$ cat config.mk
export PLATFORM = sky130hd
export DESIGN_NAME = sk9822_frame_flat
export DESIGN_NICKNAME = d
export VERILOG_FILES = /design/src/rtl/sk9822_frame_if.sv /design/src/rtl/sk9822_frame.sv /design/src/flat_wrapper.sv
export SDC_FILE = /design/constraint.sdc
export NUM_CORES = 1
export LEC_CHECK = 0
export ABC_CLOCK_PERIOD_IN_PS = 2900
export CAP_MARGIN = 40
export CORE_UTILIZATION = 40
export CTS_BUF_LIST = sky130_fd_sc_hd__clkbuf_2 sky130_fd_sc_hd__clkbuf_4 sky130_fd_sc_hd__clkbuf_8
export CTS_CLUSTER_DIAMETER = 60
export CTS_CLUSTER_SIZE = 20
export DETAILED_ROUTE_END_ITERATION = 8
export SYNTH_ARGS = -nofsm -noshare
export SYNTH_HDL_FRONTEND = slang
export SYNTH_SLANG_ARGS = --single-unit
$ cat constraint.sdc
create_clock -name ck -period 2.9 [get_ports ck]
set_input_delay 0.725 -clock ck [delete_from_list [all_inputs] [get_ports ck]]
set_output_delay 0.725 -clock ck [all_outputs]
set_load 0.005 [all_outputs]
$ cat src/rtl/sk9822_frame_if.sv
// rtl/sk9822_frame_if.sv - control, pixel RAM read and LED pin signals of the SK9822 frame engine
interface sk9822_frame_if #(
    parameter int ADDR_W = 4
);
    logic              start;
    logic [4:0]        bright;
    logic              busy;
    logic              done;
    logic              re;
    logic [ADDR_W-1:0] raddr;
    logic [23:0]       rdata;
    logic              led_data;
    logic              led_ck;

    modport slave (
        input  start, bright, rdata,
        output busy, done, re, raddr, led_data, led_ck
    );

    modport master (
        output start, bright, rdata,
        input  busy, done, re, raddr, led_data, led_ck
    );
endinterface

$ cat src/rtl/sk9822_frame.sv
// rtl/sk9822_frame.sv - SK9822/APA102 frame engine: start frame, one word per LED from pixel RAM, end frame
module sk9822_frame #(
    parameter int N_LEDS    = 12,
    parameter int ADDR_W    = 4,
    parameter int CK_DIV    = 1,
    parameter int END_WORDS = 1
) (
    input  logic           ck,
    input  logic           rst,
    sk9822_frame_if.slave  bus
);
    localparam int DIV_W  = $clog2(2 * CK_DIV);
    localparam int WORD_W = (END_WORDS > 1) ? $clog2(END_WORDS) : 1;

    localparam logic [DIV_W-1:0]  DIV_LAST  = DIV_W'(2 * CK_DIV - 1);
    localparam logic [DIV_W-1:0]  DIV_HIGH  = DIV_W'(CK_DIV);
    localparam logic [WORD_W-1:0] WORD_LAST = WORD_W'(END_WORDS - 1);
    localparam logic [ADDR_W-1:0] LED_LAST  = ADDR_W'(N_LEDS - 1);

    typedef enum logic [2:0] {
        S_IDLE,
        S_START_FRM,
        S_FETCH,
        S_LED_WORD,
        S_END_FRM
    } state_t;

    state_t            state, state_n;
    logic [DIV_W-1:0]  div_cnt, div_n;
    logic [4:0]        bit_cnt, bit_n;
    logic [WORD_W-1:0] word_cnt, word_n;
    logic              fetch_ph, fetch_ph_n;
    logic [31:0]       sr, sr_n;
    logic [4:0]        bright_q, bright_n;
    logic [ADDR_W-1:0] raddr_q, raddr_n;
    logic              led_ck_q, led_ck_n;
    logic              led_data_q, led_data_n;
    logic              re_c, done_c;
    logic              bit_end, word_end, shift_n;

    always_ff @(posedge ck or posedge rst) begin
        if (rst) begin
            state      <= S_IDLE;
            div_cnt    <= '0;
            bit_cnt    <= '0;
            word_cnt   <= '0;
            fetch_ph   <= 1'b0;
            sr         <= '0;
            bright_q   <= '0;
            raddr_q    <= '0;
            led_ck_q   <= 1'b0;
            led_data_q <= 1'b0;
        end else begin
            state      <= state_n;
            div_cnt    <= div_n;
            bit_cnt    <= bit_n;
            word_cnt   <= word_n;
            fetch_ph   <= fetch_ph_n;
            sr         <= sr_n;
            bright_q   <= bright_n;
            raddr_q    <= raddr_n;
            led_ck_q   <= led_ck_n;
            led_data_q <= led_data_n;
        end
    end

    always_comb begin
        state_n    = state;
        div_n      = div_cnt;
        bit_n      = bit_cnt;
        word_n     = word_cnt;
        fetch_ph_n = fetch_ph;
        sr_n       = sr;
        bright_n   = bright_q;
        raddr_n    = raddr_q;
        re_c       = 1'b0;
        done_c     = 1'b0;
        bit_end    = (div_cnt == DIV_LAST);
        word_end   = bit_end && (bit_cnt == 5'd31);

        case (state)
            S_IDLE: begin
                if (bus.start) begin
                    state_n  = S_START_FRM;
                    bright_n = bus.bright;
                    sr_n     = '0;
                    div_n    = '0;
                    bit_n    = '0;
                end
            end
            S_START_FRM, S_LED_WORD, S_END_FRM: begin
                // A bit ends after its high phase; the next bit's data appears as led_ck drops.
                if (bit_end) begin
                    div_n = '0;
                    bit_n = bit_cnt + 5'd1;
                    sr_n  = {sr[30:0], 1'b0};
                end else begin
                    div_n = div_cnt + DIV_W'(1);
                end
                if (word_end) begin
                    case (state)
                        S_START_FRM: begin
                            state_n    = S_FETCH;
                            fetch_ph_n = 1'b0;
                            raddr_n    = '0;
                        end
                        S_LED_WORD: begin
                            if (raddr_q == LED_LAST) begin
                                state_n = S_END_FRM;
                                sr_n    = '1;
                                word_n  = '0;
                            end else begin
                                state_n    = S_FETCH;
                                fetch_ph_n = 1'b0;
                                raddr_n    = raddr_q + ADDR_W'(1);
                            end
                        end
                        default: begin
                            if (word_cnt == WORD_LAST) begin
                                state_n = S_IDLE;
                                done_c  = 1'b1;
                            end else begin
                                word_n = word_cnt + WORD_W'(1);
                                sr_n   = '1;
                            end
                        end
                    endcase
                end
            end
            S_FETCH: begin
                if (!fetch_ph) begin
                    re_c       = 1'b1;
                    fetch_ph_n = 1'b1;
                end else begin
                    state_n = S_LED_WORD;
                    sr_n    = {3'b111, bright_q, bus.rdata};
                    div_n   = '0;
                    bit_n   = '0;
                end
            end
            default: state_n = S_IDLE;
        endcase

        // Pins are registered copies of what the next state implies, so they never glitch.
        shift_n    = (state_n == S_START_FRM) || (state_n == S_LED_WORD) || (state_n == S_END_FRM);
        led_ck_n   = shift_n && (div_n >= DIV_HIGH);
        led_data_n = shift_n && sr_n[31];
    end

    assign bus.busy     = (state != S_IDLE);
    assign bus.done     = done_c;
    assign bus.re       = re_c;
    assign bus.raddr    = raddr_q;
    assign bus.led_ck   = led_ck_q;
    assign bus.led_data = led_data_q;
endmodule

$ cat src/flat_wrapper.sv
// flat-port wrapper written by rule: the top's interface ports become plain ports
module sk9822_frame_flat 
#(
    parameter int N_LEDS    = 12,
    parameter int ADDR_W    = 4,
    parameter int CK_DIV    = 1,
    parameter int END_WORDS = 1
)
  (ck, rst, bus_start, bus_bright, bus_rdata, bus_busy, bus_done, bus_re, bus_raddr, bus_led_data, bus_led_ck);
  sk9822_frame_if #(.ADDR_W(ADDR_W)) bus_i ();
  input  logic ck;
  input  logic rst;
  input wire logic [$bits(bus_i.start)-1:0] bus_start;
  input wire logic [$bits(bus_i.bright)-1:0] bus_bright;
  input wire logic [$bits(bus_i.rdata)-1:0] bus_rdata;
  output wire logic [$bits(bus_i.busy)-1:0] bus_busy;
  output wire logic [$bits(bus_i.done)-1:0] bus_done;
  output wire logic [$bits(bus_i.re)-1:0] bus_re;
  output wire logic [$bits(bus_i.raddr)-1:0] bus_raddr;
  output wire logic [$bits(bus_i.led_data)-1:0] bus_led_data;
  output wire logic [$bits(bus_i.led_ck)-1:0] bus_led_ck;
  assign bus_i.start = bus_start;
  assign bus_i.bright = bus_bright;
  assign bus_i.rdata = bus_rdata;
  assign bus_busy = bus_i.busy;
  assign bus_done = bus_i.done;
  assign bus_re = bus_i.re;
  assign bus_raddr = bus_i.raddr;
  assign bus_led_data = bus_i.led_data;
  assign bus_led_ck = bus_i.led_ck;
  sk9822_frame #(.N_LEDS(N_LEDS), .ADDR_W(ADDR_W), .CK_DIV(CK_DIV), .END_WORDS(END_WORDS)) u_core (.ck(ck), .rst(rst), .bus(bus_i));
endmodule
=== Word level (Yosys, flattened, before mapping) ===
Cells that the tools add are included.

* Add/sub/neg operators: 4
* Multipliers: 0
* Divide/modulo/power cells: 0
* Order comparisons: 1
* Eq/ne operators: 17
* Shifts and indexed selects: 0
* Muxes and demuxes: 38
* Bitwise gates (word level): 1
* Reduce and logical (&&, ||, !) cells: 18

{| class="wikitable"
|+ Operator list
! cell !! count
|-
| $mux 32 || 6
|-
| $pmux 32 s3 || 1
|-
| $pmux 32 s2 || 1
|-
| $reduce_and 4->1 || 4
|-
| $mux 3 || 5
|-
| $mux 5 || 3
|-
| $pmux 5 s3 || 1
|-
| $mux 1 || 13
|-
| $eq 3x2->1 const B || 3
|-
| $pmux 3 s3 || 1
|-
| $ne 2x1->1 const B || 4
|-
| $pmux 4 s2 || 1
|-
| $eq 3x1->1 const B || 2
|-
| $eq 3x3->1 const B || 2
|-
| $pmux 1 s2 || 3
|-
| $pmux 3 s2 || 1
|-
| $reduce_bool 3->1 || 2
|-
| $add 5x1->5 const B || 1
|-
| $eq 5x5->1 const B || 1
|-
| $add 4x1->4 const B || 1
|-
| $eq 4x4->1 const B || 1
|-
| $mux 4 || 1
|-
| $ne 2x2->1 const B || 2
|-
| $reduce_bool 2->1 || 2
|-
| 13 further kinds || 17
|}

* Register bits after elaboration: 54
* Latch bits: 0
* RAM bits: 0
* Memory bits (read-only): 0
* Input bits: 32
* Word-level logic and storage cells: 90
* Memories: 0

=== Longest topological paths before layout ===
Gate-level depths: netlist of run 1.

* Depth in word-level cells: 9
* Depth in mapped cells: 8
* Gate-level depth less buffers: 7

=== Worst setup path before layout of run 1 ===
OpenSTA, ideal clock, no wires.

* Path kind: input-to-reg
* From: input bus_start
* To: register u_core.sr[1]
* Setup time: 126 ps
* Arrival: 1,741 ps
* Required time: 2,774 ps
* Path slack: 1,033 ps
* Cell stages on the path: 6
* Cells stage by stage: nand2b_1 -> a211o_1 -> nor2b_1 -> buf_6 -> buf_6 -> a221o_1

* Word-level cells in the longest chain between the ends: 2

{| class="wikitable"
|+ Ends and longest elaborated chain
! what !! line !! source
|-
| start, declared || flat_wrapper.sv:13 || <nowiki>input wire logic [$bits(bus_i.start)-1:0] bus_start;</nowiki>
|-
| $ne 2x2->1 (no line) || - ||
|-
| $reduce_and 3->1 (no line) || - ||
|-
| end signal, assigned || sk9822_frame.sv:59 || <nowiki>sr <= sr_n;</nowiki>
|-
| end, declared || sk9822_frame.sv:33 || <nowiki>logic [31:0] sr, sr_n;</nowiki>
|}

Every way passes these cells.
A chain may end at the register's enable or synchronous reset.

=== Worst setup path in the final report of run 1 ===
* From: register u_core.bit_cnt[0]
* To: output bus_done

* Word-level cells in the longest chain between the ends: 4

{| class="wikitable"
|+ Ends and longest elaborated chain
! what !! line !! source
|-
| start, declared || sk9822_frame.sv:30 || <nowiki>logic [4:0] bit_cnt, bit_n;</nowiki>
|-
| start signal, assigned || sk9822_frame.sv:56 || <nowiki>bit_cnt <= bit_n;</nowiki>
|-
| $eq 5x5->1 || sk9822_frame.sv:79 || <nowiki>word_end = bit_end && (bit_cnt == 5'd31);</nowiki>
|-
| $logic_and 1x1->1 || sk9822_frame.sv:79 ||
|-
| $mux 1 || sk9822_frame.sv:100 || <nowiki>if (word_end) begin</nowiki>
|-
| $mux 1 || sk9822_frame.sv:81 || <nowiki>case (state)</nowiki>
|-
| end, declared || flat_wrapper.sv:17 || <nowiki>output wire logic [$bits(bus_i.done)-1:0] bus_done;</nowiki>
|}

Every way passes these cells.

==> reports/metrics.yaml, run 1 <==
floorplanning:
  die_w_um: 80.7
  core_sq_um: 5960
  rows: 28
  num_io_pins: 41
  die_area_sq_um: 6520
  die_y_um: 80.7
  start_util: 0.416
final_layout:
  fin_cells: 346
  final_nets: 305
  antenna_cells: 0
  area_growth_pct: 22.6
  layout-drive-gt1-share: 0.0959
  fin_util: 0.510
setup_path:
  ff2ff_path_depth: 7
  cp_cell_sequence: "ha_1 -> and3_1 -> ha_1 -> and3_1 -> clkdlybuf4s50_1"
  r2r-end: "u_core.sr[20]"
  worstPathArrival_ns: 2.00
  cp_max_fo: 4
  cp.required_ns: 2.17
  crit_start: "u_core.bit_cnt[0]"
  cp-start-kind: "flop"
  cp_slowest_cell: "clkdlybuf4s50_1"
  endpoint_kind: "output pin"
  critical_path_class: "reg2out"
  timing.rr.start: "u_core.bit_cnt[0]"
  critPathMaxStageDelay_ns: 0.45
  rrSetupSlack_ns: 0.59
min_path:
  hold_depth: 1
  hold_class: "reg2reg"
  min-delay-start: "u_core.bit_cnt[3]"
  min_to: "u_core.bit_cnt[3]"
timing:
  setup_violations: 0
  setup-tns-final_ns: 0
  slew_viol_final: 0
  period_share: 0.941
  slew_headroom: 0.566
  rsz0062_at_grt: "false"
  final_hold_viol_count: 0
  whs_ns: 0.480
  layout_setup_ws_ns: 0.170
  max_freq_ghz: 0.366
  period_minus_slack_ns: 2.73
  skew_ns: 0.00555
  tightest_slew_ns: 0.650
routing:
  wl_per_cell_um: 14.3
  drc: 0
  vias_per_cell: 5.31
  num_vias: 1837
  firstDrtPassIters: 4
  ant_nets: 0
  wl_mm: 4.94
  drt_iter0_markers: 140
clock_network:
  cts_setup_buffers: 0
  root_buffer: "clkbuf_8"
  clkTransAtPathRegs_ns: 0.10
  clk_latency_ns: 0.30
  htreeDepth: 2
  postCtsHoldBufs: 0
  cts_num_sinks: 53
  cts_tree: "yes"
  cts_max_path_buffers: 2
  cts_buffers: 5
  ctsResizeCount: 0
global_routing:
  grt_pass1_wl_mm: 8.31
  antenna_found_initial: 0
  first_global_vias: 1743
  grt_max_degree: 54
  grt_overflow_total: 0
  gr-usage-all-layers: 0.167
run_status:
  status: "complete, no violations"
placement:
  dp.cells: 338
  dp_hpwl_mm: 3.10
  numPortBuffers: 40
  dp_slack_ns: 0.417
  gp_congestion: 0.778
yosys:
  synth_nets: 270
  ys_top_cells_by_area: "dfrtp_1, a221o_1, nand2_1"
  ys_types: 35
  synth_seq_cells: 53
  synth_largest_area_cell: "dfrtp_1"
  syn_area_per_cell_sq_um: 10.5
  syn_inst: 235
  ys_seq_area_frac: 0.535
  yosysWarningCount: 0
  synth_top_area_frac: 0.535
  syn_area_sq_um: 2480
pwr:
  p_leak_nw: 1.53
  ir_drop_mv: 0.390
  powerDensity_nw_per_um2: 762
run:
  drv_cap: 0
==> worst max path at each step <==
stage / to / depth (start not counted)
after floorplan: u_core.bit_cnt[0] / 1
after global placement: u_core.sr[14] / 6
after detailed placement: u_core.sr[20] / 6
after CTS: bus_done / 5
after global routing: bus_done / 5
final: bus_done / 5
==> cells in the final DEF, fill, tap and decap left out, drive strengths merged, types with 3 or more instances in the layout <==
| master | synthesis | layout |
|---|---|---|
| nand2 | 70 | 70 |
| a221o | 32 | 32 |
| buf | 15 | 6 |
| o21ai | 6 | 6 |
| nand2b | 4 | 4 |
| ha | 3 | 3 |
| clkdlybuf4s50 | 0 | 40 |
| clkbuf | 3 | 6 |
| nor2b | 3 | 3 |
| mux2i | 4 | 4 |
| inv | 5 | 5 |
| dfrtp | 53 | 53 |
| nor3 | 3 | 3 |
| mux2 | 6 | 6 |
| nor2 | 5 | 5 |
==> area by class of cell <==
class / count / area, sq um
well taps: 75 / 93.8
clock inverters: 2 / 37.5
repair buffers: 46 / 445
clock buffers: 6 / 82.6
flip-flops and latches: 53 / 1330
multi-input cells: 159 / 1030
inverters: 5 / 18.8
fillers: 560 / 2920
==> logic make-up (layout without fill, tap and decap cells) <==
group / after synthesis / count (layout) / share of synthesized area
and+or+nand+nor: 98 / 98 / 0.180
DFF: 53 / 53 / 0.535
AOI/OAI and AO/OA: 48 / 48 / 0.172
buffers and inverters: 23 / 59 / 0.0545
muxes: 10 / 10 / 0.0434
adders and majority gates: 3 / 3 / 0.0151
==> flip-flops by register name, indices dropped and copies added, names as in the netlist, 3 cells and up <==
name / flops
u_core.sr: 32
u_core.bus.raddr: 4
u_core.state: 3
u_core.bit_cnt: 5
u_core.bright_q: 5
==> critical path, delay by kind of cell (launching register included) <==
| family | cells | cell delay [ns] |
|---|---|---|
| fa+ha+maj | 2 | 0.47 |
| buf+inv | 1 | 0.45 |
| flops | 1 | 0.42 |
| simple gates | 2 | 0.37 |
==> power by group <==
part	switching (mW)	internal, mW	leakage, nW	total, mW
clock network	0.248	0.281	0.0574	0.529
registers	0.157	0.944	0.708	1.10
logic	0.351	0.333	0.762	0.684
==> per-layer routing <==
metal / GRT usage / wire [um]
met1: 0.240 / 2540
met2: 0.247 / 2190
met3: 0.0511 / 189
met4: 0.0357 / 27
met5: 0 / 0
==> synthesized netlist by cell type, drive strengths merged <==
master	number
o22ai	1
nor2	5
and3	2
mux2	6
a22o	1
a221o	32
dfrtp	53
a21boi	1
a21o	1
nand2	70
nor3b	1
nand3	2
a211o	2
or2	1
nand4b	2
nor3	3
inv	5
nor2b	3
clkbuf	3
nor4bb	1
ha	3
nand4	1
mux2i	4
o21a	2
or3b	1
a21oi	1
o21ai	6
o21bai	1
buf	15
or3	1
nand3b	1
nand2b	4
==> through the flow <==
step | area (sq um) | total power [mW]
2_1_floorplan | 2480 | 1.67
3_3_place_gp | 2920 | 1.79
3_5_place_dp | 2920 | 1.79
4_1_cts | 3040 | 2.33
5_1_grt | 3040 | 2.47
6_report | 3040 | 2.32
No activity file was read; power rests on OpenSTA's default activity.
==> inputs of run 2 (changes only) <==
--- a/config.mk
+++ b/config.mk
@@ -10,7 +10,7 @@
 export CORE_UTILIZATION = 40
 export CTS_BUF_LIST = sky130_fd_sc_hd__clkbuf_2 sky130_fd_sc_hd__clkbuf_4 sky130_fd_sc_hd__clkbuf_8
 export CTS_CLUSTER_DIAMETER = 60
-export CTS_CLUSTER_SIZE = 20
+export CTS_CLUSTER_SIZE = 16
 export DETAILED_ROUTE_END_ITERATION = 8
 export SYNTH_ARGS = -nofsm -noshare
 export SYNTH_HDL_FRONTEND = slang
==> results of run 2 <==
Same layout as run 1: the final DEF is identical, and so are final timing and power.
==> inputs of run 3 (changes only) <==
--- a/config.mk
+++ b/config.mk
@@ -10,8 +10,8 @@
 export CORE_UTILIZATION = 40
 export CTS_BUF_LIST = sky130_fd_sc_hd__clkbuf_2 sky130_fd_sc_hd__clkbuf_4 sky130_fd_sc_hd__clkbuf_8
 export CTS_CLUSTER_DIAMETER = 60
-export CTS_CLUSTER_SIZE = 16
 export DETAILED_ROUTE_END_ITERATION = 8
+export RECOVER_POWER = 50
 export SYNTH_ARGS = -nofsm -noshare
 export SYNTH_HDL_FRONTEND = slang
 export SYNTH_SLANG_ARGS = --single-unit
==> run 3 against run 2 <==
Net effect: non-clock buffer count unchanged; total power down 0.45%; largest cell class unchanged; die area unchanged; clock skew hardly changed; critical path depth stayed put.
==> reports/metrics.yaml, run 3 (same netlist as run 1, synthesis figures left out) <==
clock_network:
  htreeDepth: 2
  cts_tree: "yes"
  clk_latency_ns: 0.30
  cts_buffers: 5
  root_buffer: "clkbuf_8"
  cts_max_path_buffers: 2
  cts_num_sinks: 53
  ctsResizeCount: 0
  clkTransAtPathRegs_ns: 0.10
  cts_setup_buffers: 0
  postCtsHoldBufs: 0
setup_path:
  cp_slowest_cell: "clkdlybuf4s50_1"
  cp_cell_sequence: "ha_1 -> and3_1 -> ha_1 -> and3_1 -> clkdlybuf4s50_1"
  cp-start-kind: "flop"
  endpoint_kind: "output pin"
  critPathMaxStageDelay_ns: 0.45
  critical_path_class: "reg2out"
  cp_max_fo: 4
  worstPathArrival_ns: 2.01
  cp.required_ns: 2.17
  timing.rr.start: "u_core.bit_cnt[0]"
  crit_start: "u_core.bit_cnt[0]"
floorplanning:
  core_sq_um: 5960
  die_area_sq_um: 6520
  num_io_pins: 41
  die_y_um: 80.7
  die_w_um: 80.7
  rows: 28
  start_util: 0.416
timing:
  layout_setup_ws_ns: 0.170
  max_freq_ghz: 0.366
  skew_ns: 0.00599
  slew_viol_final: 0
  setup-tns-final_ns: 0
  tightest_slew_ns: 1.29
  period_minus_slack_ns: 2.73
  final_hold_viol_count: 0
  rsz0062_at_grt: "false"
  slew_headroom: 0.140
  setup_violations: 0
  period_share: 0.941
routing:
  ant_nets: 0
  wl_met3_um: 192
  vias_per_cell: 5.34
  dr_wl_met2_mm: 2.24
  firstDrtPassIters: 4
  drt_iter0_markers: 138
  wl_mm: 4.94
  met1_length_mm: 2.50
  drc: 0
  highest_layer: "met4"
  num_vias: 1848
  wl_per_cell_um: 14.3
run:
  drv_cap: 0
final_layout:
  top_regs: "u_core.sr x32, u_core.bit_cnt x5, u_core.bright_q x5"
  mostFrequentLayoutCell: "nand2_1"
  n_fill_cell: 565
  area_growth_pct: 21.9
  top_register: "u_core.sr"
  largest_register_ffs: 32
  layout-drive-gt1-share: 0.0849
  antenna_cells: 0
  finish.instance_area_sq_um: 3020
  fin_util: 0.507
  mostFrequentLayoutCells: "nand2_1, dfrtp_1, clkdlybuf4s50_1, a221o_1"
  final_nets: 305
global_routing:
  gr-usage-all-layers: 0.167
  grt_pass1_wl_mm: 8.31
  grt_overflow_total: 0
  grt_max_degree: 54
  antenna_found_initial: 0
  first_global_vias: 1743
placement:
  dp_slack_ns: 0.417
  gp_congestion: 0.778
  numPortBuffers: 40
  dpl_cell_area_sq_um: 2920
  dp_hpwl_mm: 3.10
min_path:
  hold_class: "reg2reg"
  min-delay-start: "u_core.bit_cnt[3]"
pwr:
  ir_drop_mv: 0.378
  p_leak_nw: 1.52
  powerDensity_nw_per_um2: 763
run_status:
  status: "complete, no violations"
run 3: through the flow:
| step | hold slack [ns] | instances | power [mW] |
|---|---|---|---|
| after floorplan | 0.437 | 235 | 1.67 |
| after global routing | 0.510 | 346 | 2.46 |
| after global placement | 0.466 | 338 | 1.79 |
| after detailed placement | 0.470 | 338 | 1.79 |
| final | 0.480 | 346 | 2.30 |
| after CTS | 0.483 | 346 | 2.33 |
run 3: layout make-up:
cell class	count	area, sq um	area share
Clock buffer	6	82.6	0.0273
Inverter	5	18.8	0.00621
Clock inverter	2	37.5	0.0124
Multi-Input combinational cell	159	1020	0.339
Timing Repair Buffer	46	439	0.145
Sequential cell	53	1330	0.439
Tap cell	75	93.8	0.0311
run 3: path summary, 6_finish.rpt:
path	end	slack, ns	depth (start not counted)
worst min register to register	u_core.bit_cnt[3]	0.48	1
worst max-delay path	bus_done	0.17	5
max in group asynchronous	u_core.state[1]	0.85	3
worst min-delay path	u_core.bit_cnt[3]	0.48	1
min in group asynchronous	u_core.sr[15]	1.28	3
worst max register to register	u_core.sr[20]	0.59	7
run 3: power breakdown:
group | internal [mW] | switching (mW)
sequential | 0.944 | 0.152
clock | 0.281 | 0.248
combinational | 0.331 | 0.349
run 3: layer usage:
metal  vias up  global-route usage
met5         -                   0
met4         0              0.0357
met3         2              0.0511
met2        36               0.247
met1       903               0.240
li1        907                   -
run 3: worst max-delay path: cells and delay by family, from the launching register on:
| family | cells | cell delay [ns] |
|---|---|---|
| flops | 1 | 0.42 |
| buf+inv | 1 | 0.45 |
| simple gates | 2 | 0.37 |
| fa+ha+maj | 2 | 0.47 |
